`src/rtl/ship_life_ctl.sv`:
```
// Ship damage / lives / respawn controller with a heart-marker lives overlay
// inserted in-line on the VGA timing stream (one cycle of video latency).
module ship_life_ctl #(
    parameter int N_MISSILES   = 5,
    parameter int MAX_LIVES    = 3,
    parameter int SHIP_Y       = 680,
    parameter int SHIP_W       = 64,
    parameter int SHIP_H       = 64,
    parameter int HIT_FRAMES   = 60,
    parameter int BLINK_FRAMES = 120,
    parameter int HEART_X      = 20,
    parameter int HEART_Y      = 50,
    parameter int HEART_PITCH  = 35,
    parameter int HEART_SIZE   = 31,
    parameter logic [11:0] HEART_RGB = 12'hF00
) (
    input  logic                      pclk,
    input  logic                      rst,
    input  logic [10:0]               ship_x,
    input  logic [11*N_MISSILES-1:0]  en_missile_x,
    input  logic [11*N_MISSILES-1:0]  en_missile_y,
    input  logic                      add_life,
    input  logic                      restart,
    input  logic [10:0]               hcount_in,
    input  logic [10:0]               vcount_in,
    input  logic                      hsync_in,
    input  logic                      vsync_in,
    input  logic                      hblnk_in,
    input  logic                      vblnk_in,
    input  logic [11:0]               rgb_in,
    output logic [10:0]               hcount_out,
    output logic [10:0]               vcount_out,
    output logic                      hsync_out,
    output logic                      vsync_out,
    output logic                      hblnk_out,
    output logic                      vblnk_out,
    output logic [11:0]               rgb_out,
    output logic [3:0]                lives,
    output logic [3:0]                dead_count,
    output logic                      ship_visible,
    output logic                      fire_enable,
    output logic                      hit_pulse,
    output logic                      game_over
);

    typedef enum logic [1:0] {
        ST_ALIVE     = 2'd0,
        ST_HIT       = 2'd1,
        ST_RESPAWN   = 2'd2,
        ST_GAME_OVER = 2'd3
    } state_t;

    localparam logic [11:0] SHIP_W_12   = 12'(SHIP_W);
    localparam logic [11:0] SHIP_TOP_12 = 12'(SHIP_Y);
    localparam logic [11:0] SHIP_BOT_12 = 12'(SHIP_Y + SHIP_H);
    localparam logic [3:0]  MAX_LIVES_4 = 4'(MAX_LIVES);

    state_t      state_q, state_d;
    logic [3:0]  lives_q, lives_d;
    logic [9:0]  cnt_q, cnt_d;
    logic        hit_pulse_q, hit_pulse_d;
    logic        vsync_q, hit_q;
    logic [11:0] rgb_q, rgb_d;
    logic [10:0] hcount_q, vcount_q;
    logic        hsync_q, vsync_out_q, hblnk_q, vblnk_q;

    logic [N_MISSILES-1:0] chan_hit;
    logic [MAX_LIVES-1:0]  heart_on;
    logic                  frame_tick;
    logic [3:0]            lives_inc;
    logic [9:0]            cnt_inc;

    // Sums are formed in 12 bits so a ship near the right edge cannot wrap.
    for (genvar gi = 0; gi < N_MISSILES; gi++) begin : g_chan
        logic [10:0] mx, my;
        assign mx = en_missile_x[11*gi +: 11];
        assign my = en_missile_y[11*gi +: 11];
        assign chan_hit[gi] = (my != 11'h7FF)
                           && ({1'b0, mx} >= {1'b0, ship_x})
                           && ({1'b0, mx} <  ({1'b0, ship_x} + SHIP_W_12))
                           && ({1'b0, my} >= SHIP_TOP_12)
                           && ({1'b0, my} <  SHIP_BOT_12);
    end

    for (genvar gi = 0; gi < MAX_LIVES; gi++) begin : g_heart
        localparam int TOP = HEART_Y + gi * HEART_PITCH;
        logic [31:0] h32, v32;
        assign h32 = {21'd0, hcount_in};
        assign v32 = {21'd0, vcount_in};
        assign heart_on[gi] = (h32 >= 32'(HEART_X)) && (h32 < 32'(HEART_X + HEART_SIZE))
                           && (v32 >= 32'(TOP))     && (v32 < 32'(TOP + HEART_SIZE))
                           && (4'(gi) < lives_q);
    end

    always_comb begin
        rgb_d = rgb_in;
        if (hblnk_in || vblnk_in)
            rgb_d = 12'h000;
        else if (|heart_on)
            rgb_d = HEART_RGB;
    end

    assign frame_tick = vsync_in & ~vsync_q;
    assign lives_inc  = (lives_q < MAX_LIVES_4) ? lives_q + 4'd1 : lives_q;
    assign cnt_inc    = cnt_q + 10'd1;

    always_ff @(posedge pclk) begin
        if (rst) begin
            state_q     <= ST_ALIVE;
            lives_q     <= MAX_LIVES_4;
            cnt_q       <= 10'd0;
            hit_pulse_q <= 1'b0;
            vsync_q     <= 1'b0;
            hit_q       <= 1'b0;
            rgb_q       <= 12'h000;
            hcount_q    <= 11'd0;
            vcount_q    <= 11'd0;
            hsync_q     <= 1'b0;
            vsync_out_q <= 1'b0;
            hblnk_q     <= 1'b0;
            vblnk_q     <= 1'b0;
        end else begin
            state_q     <= state_d;
            lives_q     <= lives_d;
            cnt_q       <= cnt_d;
            hit_pulse_q <= hit_pulse_d;
            vsync_q     <= vsync_in;
            hit_q       <= |chan_hit;
            rgb_q       <= rgb_d;
            hcount_q    <= hcount_in;
            vcount_q    <= vcount_in;
            hsync_q     <= hsync_in;
            vsync_out_q <= vsync_in;
            hblnk_q     <= hblnk_in;
            vblnk_q     <= vblnk_in;
        end
    end

    always_comb begin
        state_d     = state_q;
        lives_d     = lives_q;
        cnt_d       = cnt_q;
        hit_pulse_d = 1'b0;
        case (state_q)
            ST_ALIVE: begin
                if (hit_q) begin
                    hit_pulse_d = 1'b1;
                    cnt_d       = 10'd0;
                    // A bonus life landing with the hit cancels the loss.
                    if (add_life) begin
                        state_d = ST_HIT;
                    end else if (lives_q == 4'd1) begin
                        lives_d = 4'd0;
                        state_d = ST_GAME_OVER;
                    end else begin
                        lives_d = lives_q - 4'd1;
                        state_d = ST_HIT;
                    end
                end else if (add_life) begin
                    lives_d = lives_inc;
                end
            end
            ST_HIT: begin
                if (add_life) lives_d = lives_inc;
                if (frame_tick) begin
                    cnt_d = cnt_inc;
                    if (cnt_inc == 10'(HIT_FRAMES)) begin
                        cnt_d   = 10'd0;
                        state_d = ST_RESPAWN;
                    end
                end
            end
            ST_RESPAWN: begin
                if (add_life) lives_d = lives_inc;
                if (frame_tick) begin
                    cnt_d = cnt_inc;
                    if (cnt_inc == 10'(BLINK_FRAMES)) begin
                        cnt_d   = 10'd0;
                        state_d = ST_ALIVE;
                    end
                end
            end
            ST_GAME_OVER: begin
                if (restart) begin
                    lives_d = MAX_LIVES_4;
                    cnt_d   = 10'd0;
                    state_d = ST_ALIVE;
                end
            end
            default: state_d = ST_ALIVE;
        endcase
    end

    always_comb begin
        ship_visible = 1'b1;
        fire_enable  = 1'b1;
        game_over    = 1'b0;
        case (state_q)
            ST_ALIVE:     ;
            ST_HIT:       begin ship_visible = 1'b0; fire_enable = 1'b0; end
            ST_RESPAWN:   ship_visible = ~cnt_q[3];
            ST_GAME_OVER: begin ship_visible = 1'b0; fire_enable = 1'b0; game_over = 1'b1; end
            default:      ;
        endcase
    end

    assign lives      = lives_q;
    assign dead_count = MAX_LIVES_4 - lives_q;
    assign hit_pulse  = hit_pulse_q;
    assign rgb_out    = rgb_q;
    assign hcount_out = hcount_q;
    assign vcount_out = vcount_q;
    assign hsync_out  = hsync_q;
    assign vsync_out  = vsync_out_q;
    assign hblnk_out  = hblnk_q;
    assign vblnk_out  = vblnk_q;

endmodule

```
`config.mk`:
```
export PLATFORM = sky130hd
export DESIGN_NAME = ship_life_ctl
export DESIGN_NICKNAME = d
export VERILOG_FILES = /design/src/rtl/ship_life_ctl.sv
export SDC_FILE = /design/constraint.sdc
export NUM_CORES = 1
export LEC_CHECK = 0
export ABC_AREA = 0
export CAP_MARGIN = 5
export CORE_UTILIZATION = 46
export CTS_BUF_LIST = sky130_fd_sc_hd__clkbuf_8
export CTS_CLUSTER_DIAMETER = 100
export DETAILED_ROUTE_END_ITERATION = 10
export PLACE_DENSITY = 0.95
export SLEW_MARGIN = 25
export SYNTH_ARGS = -nofsm -noshare
export SYNTH_HDL_FRONTEND = slang
export SYNTH_SLANG_ARGS = --single-unit
```
`constraint.sdc`:
```
create_clock -name pclk -period 4.4 [get_ports pclk]
set_input_delay 0.88 -clock pclk [delete_from_list [all_inputs] [get_ports pclk]]
set_output_delay 0.88 -clock pclk [all_outputs]
set_load 0.005 [all_outputs]
```
==> flow_metrics.tcl <==
set metrics [dict create \
    ant_nets 0 \
    yosysSeqAreaShare_pct 24.64 \
    timing.max_slew.rel_slack_pct 39.56 \
    synth.top_cells.by_area "dfxtp_1, ha_1, nor2b_1" \
    grt_antenna_before_repair 0 \
    ios 213 \
    drt_wl_total_mm 14.42 \
    clock_latency_ns 0.32 \
    synth.largest_area_cell "dfxtp_1" \
    cts_max_path_buffers 2 \
    worstPathMaxFanout 8 \
    gr-total-overflow 0 \
    skew_ns 0.01072 \
    final_core_utilization_pct 71.50 \
    synth_largest_type_area_fraction_pct 24.64 \
    timing.reg2reg.setup_slack_ns 2.01 \
    cts_inserted_buffers 5 \
    worstSetupEndpointType "register" \
    die_x_um 101.5 \
    ys_async_sr_fraction_pct 0 \
    core_area_sq_um 9415 \
    dp.cells 851 \
    cp_slowest_stage_delay_ns 0.42 \
    cpMaxStageDelayCell "a2111oi_0" \
    worstHoldPathType "register to register" \
    synth_cell_type_count 64 \
    ys.flop_type "dfxtp_1" \
    timing.final.crit_share_pct 73.50 \
    io_buffers 197 \
    timing.critical_path.max_delay_family "buffers and inverters" \
    grt_max_degree 38 \
    cts.sinks 56 \
    rsz0062_at_grt "false" \
    number_of_remaining_drc_errors 0 \
    placement.cell_area_sq_um 6641 \
    synthTopCellsByCount "ha_1, dfxtp_1, inv_1, o21ai_0, nor2b_1" \
    status "finished, final reports clean" \
    ir_drop_v 0.0001353 \
    synth_cells 536 \
    cts_root_buffer "clkbuf_8" \
    gp_congestion 0.9628 \
    final_instance_area_sq_um 6731 \
    critical_path.reg2reg.startpoint "cnt_q[0]$_SDFFE_PP0P_" \
    worst-path-buf-inv 3 \
    fin_hold_ws_ns 0.5301 \
    avgSynthCellArea_sq_um 8.488 \
    total_power_mw 1.429 \
    transition_at_the_pin_with_the_smallest_max_transition_slack_ns 0.9001 \
    clock_transition_time_at_the_flip_flop_clock_pins_of_the_worst_setup_and_hold_paths_ns 0.09 \
    power.combinational.fraction_pct 41.1 \
    internal-power_mw 0.9721 \
    dpl_worst_slack_ns 0.9094 \
    power_leakage_nw 2.763 \
    netSwitchingPower_mw 0.4574 \
    cts_hold_buf 0 \
    finalSetupTns_ns 0 \
    number_of_buffers_added_for_setup_after_cts 0 \
    criticalPathCategory "input pin to register" \
    final-instance-count-excl-fill 859 \
    num_vias 4908 \
    vias_per_cell 5.714 \
    antenna_cells 0 \
    startpoint_type "input pin" \
    fmaxAchievable_mhz 309.2 \
    drt_first_pass_iters 5 \
    cp_common_cell "ha_1" \
    crit_path_start "ship_x[6]" \
    yosys.cell_count.top_type "ha_1" \
    critical_path.cell_chain "clkdlybuf4s50_1 > buf_4 > ha_1 > inv_1 > ha_1 > nor3b_1 > a2111oi_0 > a211oi_1 > nor4bb_1 > a21oi_1 > nand4_1" \
    final_layout_size_suffix_gt1_share_pct 2.877 \
    ctsResizeCount 0 \
    synth_enable_flop_cells 0 \
    hold_viol 0 \
    ys_warn_count 0 \
    floorplan_die_area_sq_um 10290 \
    sequential_power_share_pct 38.9 \
    num_rows 35 \
    hold_start "cnt_q[5]$_SDFFE_PP0P_" \
    tritoncts "built" \
    final_setup_viols 0 \
    dp_hpwl_mm 12.28 \
    ys_ff_latch 56 \
    critPathRequiredTime_ns 4.65 \
    drt_iter0_drc 215 \
    area_growth_syn_to_layout_pct 47.96 \
    p_sw_share_pct 31.99 \
    layout_min_cycle_time_ns 3.234 \
    nets 978 \
    worst_slack_ns 1.166 \
    via_count_of_the_first_global_routing_pass 5076 \
    grt_pass1_wl_mm 23.06 \
    power-per-cell-area_nw_per_um2 212.4 \
    cp.arrival_ns 3.49 \
    maxSlewViolCount 0 \
    post_synth_instance_area_sq_um 4549 \
    start_util_pct 48.32 \
    globalRouteTotalUtil_pct 28.20 \
    routedWlPerCell_um 16.78 \
    fill_cell_count 672 \
    power.share.clock_pct 20.0 \
    vertical_die_dimension_um 101.5 \
    cap_viol_max_count 0 \
    clock_tree.htree_level_count 2 \
    syn-num-nets 785 \
]
==> kinds of logic (layout without fill, tap and decap cells) <==
group                    after synthesis  after routing  share of synthesized area, %
adder cells (fa/ha/maj)               89             89                         24.31
flip-flops                            56             56                         24.64
AO/OA/AOI/OAI                        149            149                         21.97
multiplexers                           4              4                        0.9351
buffers and inverters                 46            240                         3.960
XOR/XNOR                              11             11                         2.118
AND/OR/NAND/NOR                      181            181                         22.06
==> routing by layer <==
| layer | GRT usage, % | share of wire (%) | up-vias |
|---|---|---|---|
| met5 | 0 | 0 | - |
| met3 | 5.176 | 7.1 | 53 |
| met4 | 14.83 | 4.3 | 0 |
| li1 | - | - | 2374 |
| met1 | 28.02 | 35 | 2246 |
| met2 | 55.21 | 53 | 235 |
==> cell type report <==
cell class              instances  area, sq um  share of cell area, %
inverters                      33        123.9                  1.840
clock buffers                   5        68.82                  1.022
multi-input cells             434         3248                  48.25
repair buffers                199         1987                  29.52
clock inverters                 3        21.27                 0.3160
well taps                     129        161.4                  2.398
flip-flops and latches         56         1121                  16.65
==> flip-flops by register name, indices dropped and copies added, names as in the netlist, 2 cells and up <==
signal	count
lives	4
cnt_q	10
rgb_out	12
hcount_out	11
vcount_out	11
state_q	2
==> worst paths after layout <==
path | depth (start not counted) | end
max reg2reg | 8 | cnt_q[6]$_SDFFE_PP0P_
max | 11 | hit_q$_SDFF_PP0_
min reg2reg | 1 | cnt_q[5]$_SDFFE_PP0P_
min | 1 | cnt_q[5]$_SDFFE_PP0P_
==> layout by cell type, fill, tap and decap left out, types with 3 or more instances in the layout <==
cell,count
clkdlybuf4s50_1,197
ha_1,86
dfxtp_1,56
inv_1,33
o21ai_0,32
nor2b_1,31
a21oi_1,30
nand2_1,30
nor2_1,25
nor3_1,15
nand3_1,13
nand2b_1,13
o21a_1,13
nand4_1,12
a21o_1,10
and2_1,10
o211ai_1,9
a211oi_1,9
a2111oi_0,9
xnor2_1,8
a31oi_1,7
nor4_1,5
o22ai_1,5
clkbuf_8,5
nor4b_1,4
a211o_1,4
or3_1,3
xor2_1,3
maj3_1,3
nor3b_1,3
==> worst register-to-register path: cells and delay by family, from the launching register on <==
kind	cells	cell delay, ns
adders and majority gates	1	0.31
DFF	1	0.46
and+or+nand+nor	2	0.48
AOI/OAI and AO/OA	3	0.67
buffers and inverters	1	0.10
muxes	1	0.28
==> power groups by stage <==
stage | Combinational (mW) | Clock, mW | Sequential (mW)
after global placement | 0.545 | 0 | 0.566
after floorplan | 0.280 | 0 | 0.565
after global routing | 0.648 | 0.308 | 0.561
final | 0.588 | 0.286 | 0.556
after detailed placement | 0.579 | 0 | 0.568
after CTS | 0.583 | 0.288 | 0.556
(Power assumes the default switching activity.)
